===== src/rtl/leg_exception_ctrl.sv =====
// Exception and interrupt sequencer for the LEG core: synchronous exception priority,
// two-cycle data abort, reset vector, and IRQ/FIQ entry after a pipeline drain.
module leg_exception_ctrl #(
    parameter int NUM_IRQ      = 8,
    parameter int DRAIN_STAGES = 3,
    parameter int IRQ_ID_W     = (NUM_IRQ > 1) ? $clog2(NUM_IRQ) : 1
) (
    input  logic                clk,
    input  logic                reset,
    input  logic                DataAbortM,
    input  logic                PrefetchAbortE,
    input  logic                UndefinedInstrE,
    input  logic                SWIE,
    input  logic                FiqReq,
    input  logic [NUM_IRQ-1:0]  IrqReq,
    input  logic [NUM_IRQ-1:0]  IrqMask,
    input  logic [NUM_IRQ-1:0]  IrqClear,
    input  logic                IRQEnabled,
    input  logic                FIQEnabled,
    output logic                PipelineClearF,
    output logic                ExceptionFlushD,
    output logic                ExceptionFlushE,
    output logic                ExceptionFlushM,
    output logic                ExceptionFlushW,
    output logic                ExceptionStallD,
    output logic [6:0]          PCVectorAddress,
    output logic                ExceptionSavePC,
    output logic                IrqAssert,
    output logic                FiqAssert,
    output logic [IRQ_ID_W-1:0] IrqId,
    output logic [NUM_IRQ-1:0]  IrqPending
);

    typedef enum logic [2:0] {
        RST_VEC = 3'd0,
        IDLE    = 3'd1,
        ABORT2  = 3'd2,
        DRAIN   = 3'd3,
        TAKE    = 3'd4
    } state_t;

    state_t                r_state;
    state_t                w_next;
    logic [2:0]            r_cnt;
    logic [2:0]            w_cnt_next;
    logic [NUM_IRQ-1:0]    r_irq_prev;
    logic [NUM_IRQ-1:0]    r_pending;
    logic [NUM_IRQ-1:0]    w_active;
    logic                  w_fiq_elig;
    logic                  w_irq_elig;
    logic                  w_sync;
    logic [IRQ_ID_W-1:0]   w_lowest;
    logic                  w_pcf;
    logic [3:0]            w_flush;    // {D, E, M, W}
    logic                  w_stall;
    logic [6:0]            w_vec;
    logic                  w_irqa;
    logic                  w_fiqa;
    logic [IRQ_ID_W-1:0]   w_id;

    assign w_active   = r_pending & ~IrqMask;
    assign w_fiq_elig = FiqReq & FIQEnabled;
    assign w_irq_elig = (|w_active) & IRQEnabled;
    assign w_sync     = PrefetchAbortE | UndefinedInstrE | SWIE;

    // Lowest-index pending and unmasked IRQ line
    always_comb begin
        w_lowest = {IRQ_ID_W{1'b0}};
        for (int i = NUM_IRQ - 1; i >= 0; i--) begin
            if (w_active[i]) begin
                w_lowest = IRQ_ID_W'(i);
            end else begin
                w_lowest = w_lowest;
            end
        end
    end

    // Next-state and output decode
    always_comb begin
        w_next     = r_state;
        w_cnt_next = r_cnt;
        w_pcf      = 1'b0;
        w_flush    = 4'b0000;
        w_stall    = 1'b0;
        w_vec      = 7'b0000000;
        w_irqa     = 1'b0;
        w_fiqa     = 1'b0;
        w_id       = {IRQ_ID_W{1'b0}};
        case (r_state)
            RST_VEC: begin
                w_vec   = 7'b0000001;
                w_flush = 4'b1111;
                w_next  = IDLE;
            end
            IDLE, DRAIN: begin
                if (DataAbortM) begin
                    w_flush = 4'b1111;
                    w_next  = ABORT2;
                end else if (w_sync) begin
                    // A pending interrupt re-arms from IDLE once the exception is handled
                    if (PrefetchAbortE) begin
                        w_flush = 4'b1110;
                        w_vec   = 7'b0001000;
                    end else if (UndefinedInstrE) begin
                        w_flush = 4'b1110;
                        w_vec   = 7'b0000010;
                    end else begin
                        w_flush = 4'b1000;
                        w_vec   = 7'b0000100;
                    end
                    w_next = IDLE;
                end else if (r_state == DRAIN) begin
                    w_pcf      = 1'b1;
                    w_cnt_next = r_cnt - 3'd1;
                    w_next     = (r_cnt <= 3'd1) ? TAKE : DRAIN;
                end else if (w_fiq_elig || w_irq_elig) begin
                    w_cnt_next = 3'(DRAIN_STAGES);
                    w_next     = DRAIN;
                end else begin
                    w_next = IDLE;
                end
            end
            ABORT2: begin
                if (DataAbortM) begin
                    w_flush = 4'b1111;
                    w_next  = ABORT2;
                end else begin
                    w_vec   = 7'b0000100;
                    w_flush = 4'b1000;
                    w_stall = 1'b1;
                    w_next  = IDLE;
                end
            end
            TAKE: begin
                // Eligibility is re-checked so a late FIQ overtakes the IRQ that started the drain
                if (DataAbortM) begin
                    w_flush = 4'b1111;
                    w_next  = ABORT2;
                end else if (w_fiq_elig) begin
                    w_fiqa  = 1'b1;
                    w_vec   = 7'b1000000;
                    w_flush = 4'b1010;
                    w_pcf   = 1'b1;
                    w_next  = IDLE;
                end else if (w_irq_elig) begin
                    w_irqa  = 1'b1;
                    w_id    = w_lowest;
                    w_vec   = 7'b0100000;
                    w_flush = 4'b1010;
                    w_pcf   = 1'b1;
                    w_next  = IDLE;
                end else begin
                    w_next = IDLE;
                end
            end
            default: begin
                w_next = RST_VEC;
            end
        endcase
    end

    // State, drain counter, IRQ edge history and pending register
    always_ff @(posedge clk or posedge reset) begin
        if (reset) begin
            r_state    <= RST_VEC;
            r_cnt      <= 3'd0;
            r_irq_prev <= {NUM_IRQ{1'b0}};
            r_pending  <= {NUM_IRQ{1'b0}};
        end else begin
            r_state    <= w_next;
            r_cnt      <= w_cnt_next;
            r_irq_prev <= IrqReq;
            r_pending  <= (r_pending & ~IrqClear) | (IrqReq & ~r_irq_prev);
        end
    end

    assign PipelineClearF  = w_pcf;
    assign ExceptionFlushD = w_flush[3];
    assign ExceptionFlushE = w_flush[2];
    assign ExceptionFlushM = w_flush[1];
    assign ExceptionFlushW = w_flush[0];
    assign ExceptionStallD = w_stall;
    assign PCVectorAddress = w_vec;
    assign ExceptionSavePC = |w_vec[6:1];
    assign IrqAssert       = w_irqa;
    assign FiqAssert       = w_fiqa;
    assign IrqId           = w_id;
    assign IrqPending      = r_pending;

endmodule

===== config.mk =====
export PLATFORM = sky130hd
export DESIGN_NAME = leg_exception_ctrl
export DESIGN_NICKNAME = d
export VERILOG_FILES = /design/src/rtl/leg_exception_ctrl.sv
export SDC_FILE = /design/constraint.sdc
export NUM_CORES = 1
export LEC_CHECK = 0
export BUFFER_PORTS_ARGS = -buffer_cell sky130_fd_sc_hd__buf_2
export CAP_MARGIN = 20
export CORE_UTILIZATION = 40
export DETAILED_ROUTE_END_ITERATION = 8
export GPL_ROUTABILITY_DRIVEN = 0
export HOLD_SLACK_MARGIN = 0.02
export MAX_ROUTING_LAYER = met4
export PLACE_DENSITY = 0.69
export SLEW_MARGIN = 20
export SYNTH_ARGS = -nofsm -noshare
export SYNTH_HDL_FRONTEND = slang
export SYNTH_SLANG_ARGS = --single-unit

===== constraint.sdc =====
create_clock -name clk -period 2.6 [get_ports clk]
set_input_delay 0.13 -clock clk [delete_from_list [all_inputs] [get_ports clk]]
set_output_delay 0.13 -clock clk [all_outputs]
set_load 0.03 [all_outputs]

==> qor.yml, run 1 <==
synth_compound_gate_area_share_pct: 20.5
antenna_found_initial: 0
ir_drop_mv: 0.353
synth_seq_cells: 22
p_leak_nw: 0.939
start_util_pct: 43.4
grt_use_met3_pct: 1.28
yosysSeqAreaShare_pct: 40.3
synthArstFlopShare_pct: 100
synth_fp_nets: 183
final_nets: 258
cts_buffer_depth: 2
drive_gt1_share_pct: 35.3
port_buffers: 58
synth_ff_type: "dfrtp_1"
status: "finished clean"
synthXorXnorAreaFrac_pct: 0
clockRootBuffer: "clkbuf_4"
path_class: "reg2out"
io_pins: 60
dr.first_iter.drc_count: 63
grt_util_met2_pct: 37.4
slew_headroom_pct: 45.9
die_x_um: 60.5
cp-start-kind: "register"
grt_first_pass_wirelength_mm: 5.76
via_per_inst: 5.23
clkTransAtPathRegs_ns: 0.11
cp_max_fo: 12
overflow: 0
tns_ns: 0
cp-end-kind: "output port"
finalSetupViolCount: 0
holdWs_ns: 0.178
powerDensity_nw_per_um2: 432
hold_viol_final: 0
drt-total-wl_mm: 3.37
track_usage_pct: 21.7
cts_buffers: 3
cts_sinks: 22
post_cts_resized: 0
fin_skew_ns: 0.00519
stdcell_area_um2: 1860
tightest_slew_ns: 0.810
dieHeight_um: 60.5
rows: 20
drt-pass1-iter-count: 4
fin_ws_ns: 0.507
busiest_layer: "met2"
ys_warn_count: 0
drc: 0
syn_area_um2: 1370
syn2layout_area_growth_pct: 36.0
h-tree-depth: 1
holdCritPathClass: "in2reg"
wl_per_cell_um: 12.7
grt_pass1_vias: 1373
hpwlAfterDp_mm: 2.50
synthTopCellsByCount: "dfrtp_1, inv_1, nand2b_1"
placed_area_um2: 1670
synth_top_cells_by_area: "dfrtp_1, inv_1, nand2b_1"
postCtsSetupRepairBufs: 0
dp_slack_ns: 0.878
synth_top_family_by_area: "simple AND/OR/NAND/NOR gates"
fin_crit_sh_pct: 80.5
ant_nets: 0
cts_tree: "done"
clock_latency_ns: 0.30
finalMaxSlewViolations: 0
clock.fmax_mhz: 478
arrival_ns: 1.96
yosys.area_share.simple_pct: 27.7
antennaDiodeCount: 0
avgSynthCellArea_um2: 9.24
coreArea_um2: 3150
synth.area.mux_share_pct: 0
dieArea_um2: 3660
synth_edf_count: 0
vias: 1386
yosysTopAreaCellShare_pct: 40.3
synthCells: 148
synth_top_cell_by_area: "dfrtp_1"
synth.distinct_cells: 45
synthAdderAreaFrac_pct: 1.83
rsz0062_at_grt: "false"
cap_viol_max_count: 0
grt_max_degree: 23
met1_usage_pct: 27.0
critical_path_required_ns: 2.47
min_period_ns: 2.09
## final cells by class
type / count / area [um2]
multi-input cells: 99 / 688
repair buffers: 75 / 460
inverters: 22 / 82.6
fillers: 293 / 1290
well taps: 44 / 55.1
clock buffers: 3 / 22.5
flip-flops and latches: 22 / 551
## cells by family (layout without fill, tap and decap cells)
family	count (synthesis)	after routing
compound gates	39	39
simple gates	57	57
flops	22	22
other cells	1	1
buf+inv	27	100
fa+ha+maj	2	2
## worst paths after layout
path / start / to / slack [ns] / cells after the start
min in group asynchronous: reset / r_irq_prev[7] / 0.52 / 3
hold / removal: FiqReq / r_state[1] / 0.18 / 3
setup / recovery: r_state[2] / IrqId[1] / 0.51 / 5
setup reg to reg: r_state[2] / r_cnt[2] / 1.08 / 4
hold reg to reg: r_irq_prev[0] / IrqPending[0] / 0.43 / 1
max in group asynchronous: reset / IrqPending[2] / 1.57 / 3
## metal layers
metal,vias up,part of all wire (%)
li1,665,-
met1,649,43
met2,67,49
met3,5,7.1
met4,0,1.3
met5,-,0
## through the flow
step                power (W)  utilization (%)  cells
finish               0.000803             59.0    265
global route         0.000852             59.0    265
CTS                  0.000813             59.0    265
detailed placement   0.000646             52.9    245
global placement     0.000637             52.9    245
floorplan            0.000572                -    148
## state kept, by name, summed over array words and instances (netlist names)
register and count:
r_state 3, IrqPending 8, r_irq_prev 8, r_cnt 3
## power by group
part	switching [W]	total [W]	internal (W)
Sequential	0.0000290	0.000398	0.000368
Clock	0.0000886	0.000143	0.0000540
Combinational	0.000158	0.000263	0.000105
## layout by cell type, fill, tap and decap left out, types with 5 or more instances in the layout
| cell type | count |
|---|---|
| buf_2 | 58 |
| o22ai_1 | 10 |
| nand2b_1 | 11 |
| inv_1 | 22 |
| o21ai_0 | 5 |
| dfrtp_1 | 22 |
| nand2_1 | 9 |
| a21oi_1 | 5 |
| dlygate4sd3_1 | 17 |
| nor2_1 | 7 |
## worst max-delay path, stage by stage (launching register included)
cell and delay, ns:
dfrtp_1 0.59, nor2b_4 0.29, and3_4 0.24, o2111ai_4 0.14
nor3b_2 0.19, buf_2 0.22
## what timing repair did
action / in CTS / in global routing
hold buffers: 17 / 0
endpoints found under the setup margin: 0 / 0
hold endpoints to repair: 38 / 0
Power figures use the tool's default switching activity.
==> inputs of run 2 (changes only) <==
- clock period: 2.6 -> 2.1 ns (I/O delays scaled with it)
==> qor.yml, run 2 (same netlist as run 1, synthesis figures left out) <==
antenna_found_initial: 0  # unchanged
final_nets: 258  # unchanged
final_cell_mix: "buf_2, inv_1, dfrtp_1"
ir_drop_mv: 0.437  # +24%
drc: 0  # unchanged
sw_frac_of_total_pct: 34.3  # about the same
overflow: 0  # unchanged
arrival_ns: 1.84  # -0.12 ns
final_common_cell: "buf_2"
status: "finished clean"
rows: 20  # unchanged
ant_nets: 0  # unchanged
stdcell_area_um2: 1860  # about the same
holdPathStages: 4  # +1
hpwlAfterDp_mm: 2.50  # unchanged
holdWs_ns: 0.151  # -0.0270 ns
critical_path_required_ns: 2.00  # -0.47 ns
grt_pass1_vias: 1373  # unchanged
path_class: "reg2out"
dieArea_um2: 3660  # unchanged
cts_tree: "done"
reg2reg_depth: 3  # -1
io_pins: 60  # unchanged
finalMaxSlewViolations: 0  # unchanged
p_leak_nw: 0.938  # -0.18%
dp_cells: 245  # unchanged
intPower_w: 0.000653  # +24%
cts_sinks: 22  # unchanged
cp_max_fo: 12  # unchanged
p_seq_share_pct: 49.5  # about the same
dr.first_iter.drc_count: 63  # unchanged
tightest_slew_ns: 0.810  # -0.000128 ns
placed_area_um2: 1670  # unchanged
cp-start-kind: "register"
cp-end-kind: "output port"
hold_viol_final: 0  # unchanged
drt-pass1-iter-count: 4  # unchanged
clock_latency_ns: 0.30  # about the same
p_switching_w: 0.000341  # +24%
wl_per_cell_um: 12.7  # about the same
drive_gt1_share_pct: 35.7  # +0.45 points
port_buffers: 58  # unchanged
powerDensity_nw_per_um2: 534  # +24%
syn2layout_area_growth_pct: 36.0  # about the same
instances_no_fill: 265  # unchanged
tns_ns: 0  # unchanged
grt_max_degree: 23  # unchanged
die_x_um: 60.5  # unchanged
dieHeight_um: 60.5  # unchanged
wl_met2_mm: 1.65  # +0.61%
vias: 1372  # -1.0%
min_period_ns: 1.95
coreArea_um2: 3150  # unchanged
fin_crit_sh_pct: 92.6
fin_skew_ns: 0.00519  # -0.00000208 ns
rsz0062_at_grt: "false"
antennaDiodeCount: 0  # unchanged
cts_buffer_depth: 2  # unchanged
cap_viol_max_count: 0  # unchanged
slew_headroom_pct: 45.9  # about the same
dr_wl_met3_um: 253  # +5.9%
power_frac_comb_pct: 32.8  # about the same
wl_met1_mm: 1.42  # -1.9%
via_per_inst: 5.18  # -1.0%
track_usage_pct: 21.7  # unchanged
start_util_pct: 43.4  # unchanged
h-tree-depth: 1  # unchanged
grt_first_pass_wirelength_mm: 5.76  # unchanged
finalSetupViolCount: 0  # unchanged
cts_buffers: 3  # unchanged
top_layer_used: "met4"
fin_ws_ns: 0.154  # -0.353 ns
clockRootBuffer: "clkbuf_4"
p_clk_share_pct: 17.8  # about the same
clkTransAtPathRegs_ns: 0.11  # about the same
dp_slack_ns: 0.403  # -0.475 ns
holdCritPathClass: "in2reg"
clock.fmax_mhz: 514
drt-total-wl_mm: 3.37  # about the same
[run 2: cell types whose count changed in the layout (fill, tap and decap cells not counted)]
| cell | previous run | this run |
|---|---|---|
| dfrtp_1 | 22 | 21 |
| dfrtp_2 | 0 | 1 |
[run 2: what timing repair did]
| item | in CTS | in global routing |
|---|---|---|
| setup buffers | 0 | 0 |
| resized for setup | 0 | 1 |
| setup endpoints to repair | 0 | 5 |
| hold buffers | 17 | 0 |
| hold endpoints to repair | 38 | 0 |
[run 2: power by group through the flow]
stage	Combinational, W	Clock [W]	Sequential (W)
2_1_floorplan	0.000196	0	0.000512
3_3_place_gp	0.000291	0	0.000498
3_5_place_dp	0.000300	0	0.000500
4_1_cts	0.000325	0.000191	0.000492
5_1_grt	0.000359	0.000197	0.000499
6_report	0.000326	0.000177	0.000492
[run 2: stage by stage]
| stage | utilization, % | power, W |
|---|---|---|
| floorplan | - | 0.000708 |
| global placement | 52.9 | 0.000789 |
| detailed placement | 52.9 | 0.000800 |
| CTS | 59.0 | 0.00101 |
| global route | 59.0 | 0.00105 |
| finish | 59.0 | 0.000994 |
[run 2: path summary, 6_finish.rpt]
path / slack, ns / to / startpoint
max: 0.15 / IrqId[1] / r_state[2]
min: 0.15 / r_state[2] / SWIE
max reg2reg: 0.62 / r_cnt[2] / r_state[0]
min reg2reg: 0.43 / IrqPending[0] / r_irq_prev[0]
max in group asynchronous: 1.05 / r_state[2] / reset
min in group asynchronous: 0.50 / r_irq_prev[7] / reset
[run 2: metal layers]
layer  global-route usage (%)  up-vias
met5                        -        -
met4                     7.79        0
met2                     37.4       63
met1                     27.0      642
li1                         -      662
met3                     1.28        5
[run 2: cell type report]
type	count	area (um2)
multi-input cells	99	688
clock buffers	3	22.5
fillers	292	1290
well taps	44	55.1
repair buffers	75	460
flip-flops and latches	22	552
inverters	22	82.6
[run 2: critical path, stage by stage, from the launching register on]
cell and delay, ns:
dfrtp_2 0.50, nor2b_4 0.25, and3_4 0.24, o2111ai_4 0.14, nor3b_2 0.19, buf_2 0.22
==> inputs of run 3 (changes only) <==
- ABC_AREA: unset -> 1
- PLACE_DENSITY: 0.69 -> 0.71
==> qor.yml, run 3 <==
status: "finished clean"
clock.fmax_mhz: 523  # +1.7%
start_util_pct: 41.6  # -1.8 points
drive_gt1_share_pct: 34.0  # -1.7 points
port_buffers: 58  # unchanged
vias: 1257  # -8.4%
yosysSeqAreaShare_pct: 43.7  # +3.4 points
cp-start-kind: "register"
track_usage_pct: 19.6  # -2.1 points
synth_fp_nets: 199  # +8.7%
cts_buffers: 3  # unchanged
synth_compound_gate_area_share_pct: 9.14  # -11 points
reg2reg_depth: 6  # +3
final_cell_mix: "buf_2, inv_1, nand2_1"
synthArstFlopShare_pct: 100  # unchanged
syn2layout_area_growth_pct: 44.1
final_core_util_pct: 60.0  # +0.95 points
finalSetupViolCount: 0  # unchanged
die_x_um: 58.1  # -3.9%
grt_first_pass_wirelength_mm: 4.89  # -15%
hpwlAfterDp_mm: 2.20  # -12%
multi_input_area_um2: 542  # -21%
post_cts_resized: 0  # unchanged
tns_ns: 0  # unchanged
synth_top_cells_by_area: "dfrtp_1, inv_1, nand2_1"
hold_viol_final: 0  # unchanged
antennaDiodeCount: 0  # unchanged
clock_latency_ns: 0.30  # about the same
hp-start: "DataAbortM"
min_period_ns: 1.91  # -0.0331 ns
drt-pass1-iter-count: 5  # +1
cts_sinks: 22  # unchanged
h-tree-depth: 1  # unchanged
synthTopCellsByCount: "inv_1, nand2_1, dfrtp_1"
via_per_inst: 4.41  # -15%
rrSetupSlack_ns: 0.68  # +0.06 ns
postCtsHoldBufs: 17  # unchanged
path_class: "reg2out"
cap_viol_max_count: 0  # unchanged
slew_headroom_pct: 46.0  # +0.088 points
cts_buffer_depth: 2  # unchanged
rr_startpoint: "r_state[2]"
num-fill-cells: 280  # -4.1%
timing.rr.end: "r_state[0]"
synth_top_cell_by_area: "dfrtp_1"
final_common_cell: "buf_2"
dieHeight_um: 58.1  # -3.9%
ys_warn_count: 0  # unchanged
final_nets: 277  # +7.4%
synth_top_family_by_area: "simple AND/OR/NAND/NOR gates"
cp_max_fo: 5  # -7
p_leak_nw: 1.04  # +11%
drc: 0  # unchanged
synthAdderAreaFrac_pct: 1.99  # +0.16 points
ant_nets: 0  # unchanged
avgSynthCellArea_um2: 7.68  # -17%
tightest_slew_ns: 0.809  # -0.00132 ns
dr.first_iter.drc_count: 22  # -65%
arrival_ns: 1.81  # -0.03 ns
finalMaxSlewViolations: 0  # unchanged
synth.area.mux_share_pct: 0  # unchanged
synthCells: 164  # +11%
dieArea_um2: 3380  # -7.6%
rows: 20  # unchanged
clkTransAtPathRegs_ns: 0.12  # about the same
fin_crit_sh_pct: 91.1  # -1.6 points
drt-total-wl_mm: 2.87  # -15%
fin_skew_ns: 0.00577  # +0.000582 ns
postCtsSetupRepairBufs: 0  # unchanged
io_pins: 60  # unchanged
grt_max_degree: 23  # unchanged
yosysTopAreaCellShare_pct: 43.7  # +3.4 points
synth_edf_count: 0  # unchanged
powerDensity_nw_per_um2: 846  # +58%
synth_seq_cells: 22  # unchanged
overflow: 0  # unchanged
grt_pass1_vias: 1229  # -10%
wl_per_cell_um: 10.1  # -21%
rsz0062_at_grt: "false"
syn_area_um2: 1260  # -7.9%
ir_drop_mv: 0.491  # +12%
synth_ff_type: "dfrtp_1"
holdPathStages: 2  # -2
cts_tree: "done"
holdCritPathClass: "in2reg"
seq_area_um2: 551  # -0.23%
cp-end-kind: "output port"
synth.distinct_cells: 32  # -29%
holdPathEnd: "r_state[2]"
coreArea_um2: 3030  # -4.0%
total_power_w: 0.00154  # +54%
yosys.area_share.simple_pct: 30.9  # +3.2 points
clockRootBuffer: "clkbuf_4"
synthXorXnorAreaFrac_pct: 0.695  # +0.70 points
antenna_found_initial: 0  # unchanged
critical_path_required_ns: 2.00  # about the same
[run 3: cell count changes in the layout (fill, tap and decap cells not counted), sizes merged, moves of 4 or more]
cell    previous run  this run
a211oi             4         0
inv               22        40
nand2             10        42
nand2b            11         0
nand4              5         1
nor2               8        20
o21ai              7         3
[run 3: how the worst max path moves through the flow]
stage                   from              end  slack [ns]  depth (start not counted)
2_1_floorplan     r_state[2]  ExceptionSavePC        0.09                          3
3_3_place_gp      r_state[2]   PipelineClearF        0.60                          6
3_5_place_dp   IrqPending[0]  ExceptionFlushM        0.55                          9
4_1_cts        IrqPending[0]  ExceptionFlushM        0.18                          9
5_1_grt           r_state[1]         IrqId[1]        0.04                          8
6_report       IrqPending[0]  ExceptionFlushM        0.19                          9
[run 3: through the flow]
stage | hold slack [ns] | setup WS (ns) | instance area (um2) | instances
finish | 0.0771 | 0.188 | 1820 | 285
global route | 0.0650 | 0.0385 | 1820 | 285
CTS | 0.0666 | 0.179 | 1820 | 285
detailed placement | 0.228 | 0.547 | 1590 | 264
global placement | 0.226 | 0.600 | 1590 | 264
floorplan | 0.0942 | 0.0926 | 1260 | 164
[run 3: logic make-up (layout without fill, tap and decap cells)]
family,after synthesis,in the layout
AO/OA/AOI/OAI,18,18
XOR/XNOR,1,1
adder cells (fa/ha/maj),2,2
buffers and inverters,43,120
flip-flops,22,22
other,1,1
AND/OR/NAND/NOR,77,77
[run 3: power breakdown]
part | switching, W | internal [W]
Clock | 0.000125 | 0.000193
Combinational | 0.000457 | 0.000224
Sequential | 0.0000498 | 0.000487
Total | 0.000631 | 0.000904
[run 3: cell type report]
type,instances,area share [%]
flip-flops and latches,22,30.3
multi-input cells,99,29.8
repair buffers,75,25.4
inverters,41,8.55
well taps,44,3.03
clock inverters,1,1.65
clock buffers,3,1.24
[run 3: critical path, cell delays in order, from the launching register on]
cell and delay (ns):
dfrtp_1 0.41, nand2_1 0.11, nand2_1 0.09, nor2_1 0.15, nand2_1 0.11, nand2_4 0.11, nand2_1 0.09, o21ai_2 0.16
nand3_1 0.09, buf_2 0.18
[run 3: per-layer routing]
layer,track usage [%],up-vias,routed length [um]
met2,36.3,35,1540
met1,20.2,562,1180
met5,-,-,0
met4,5.44,0,40
li1,-,656,-
met3,5.13,4,116
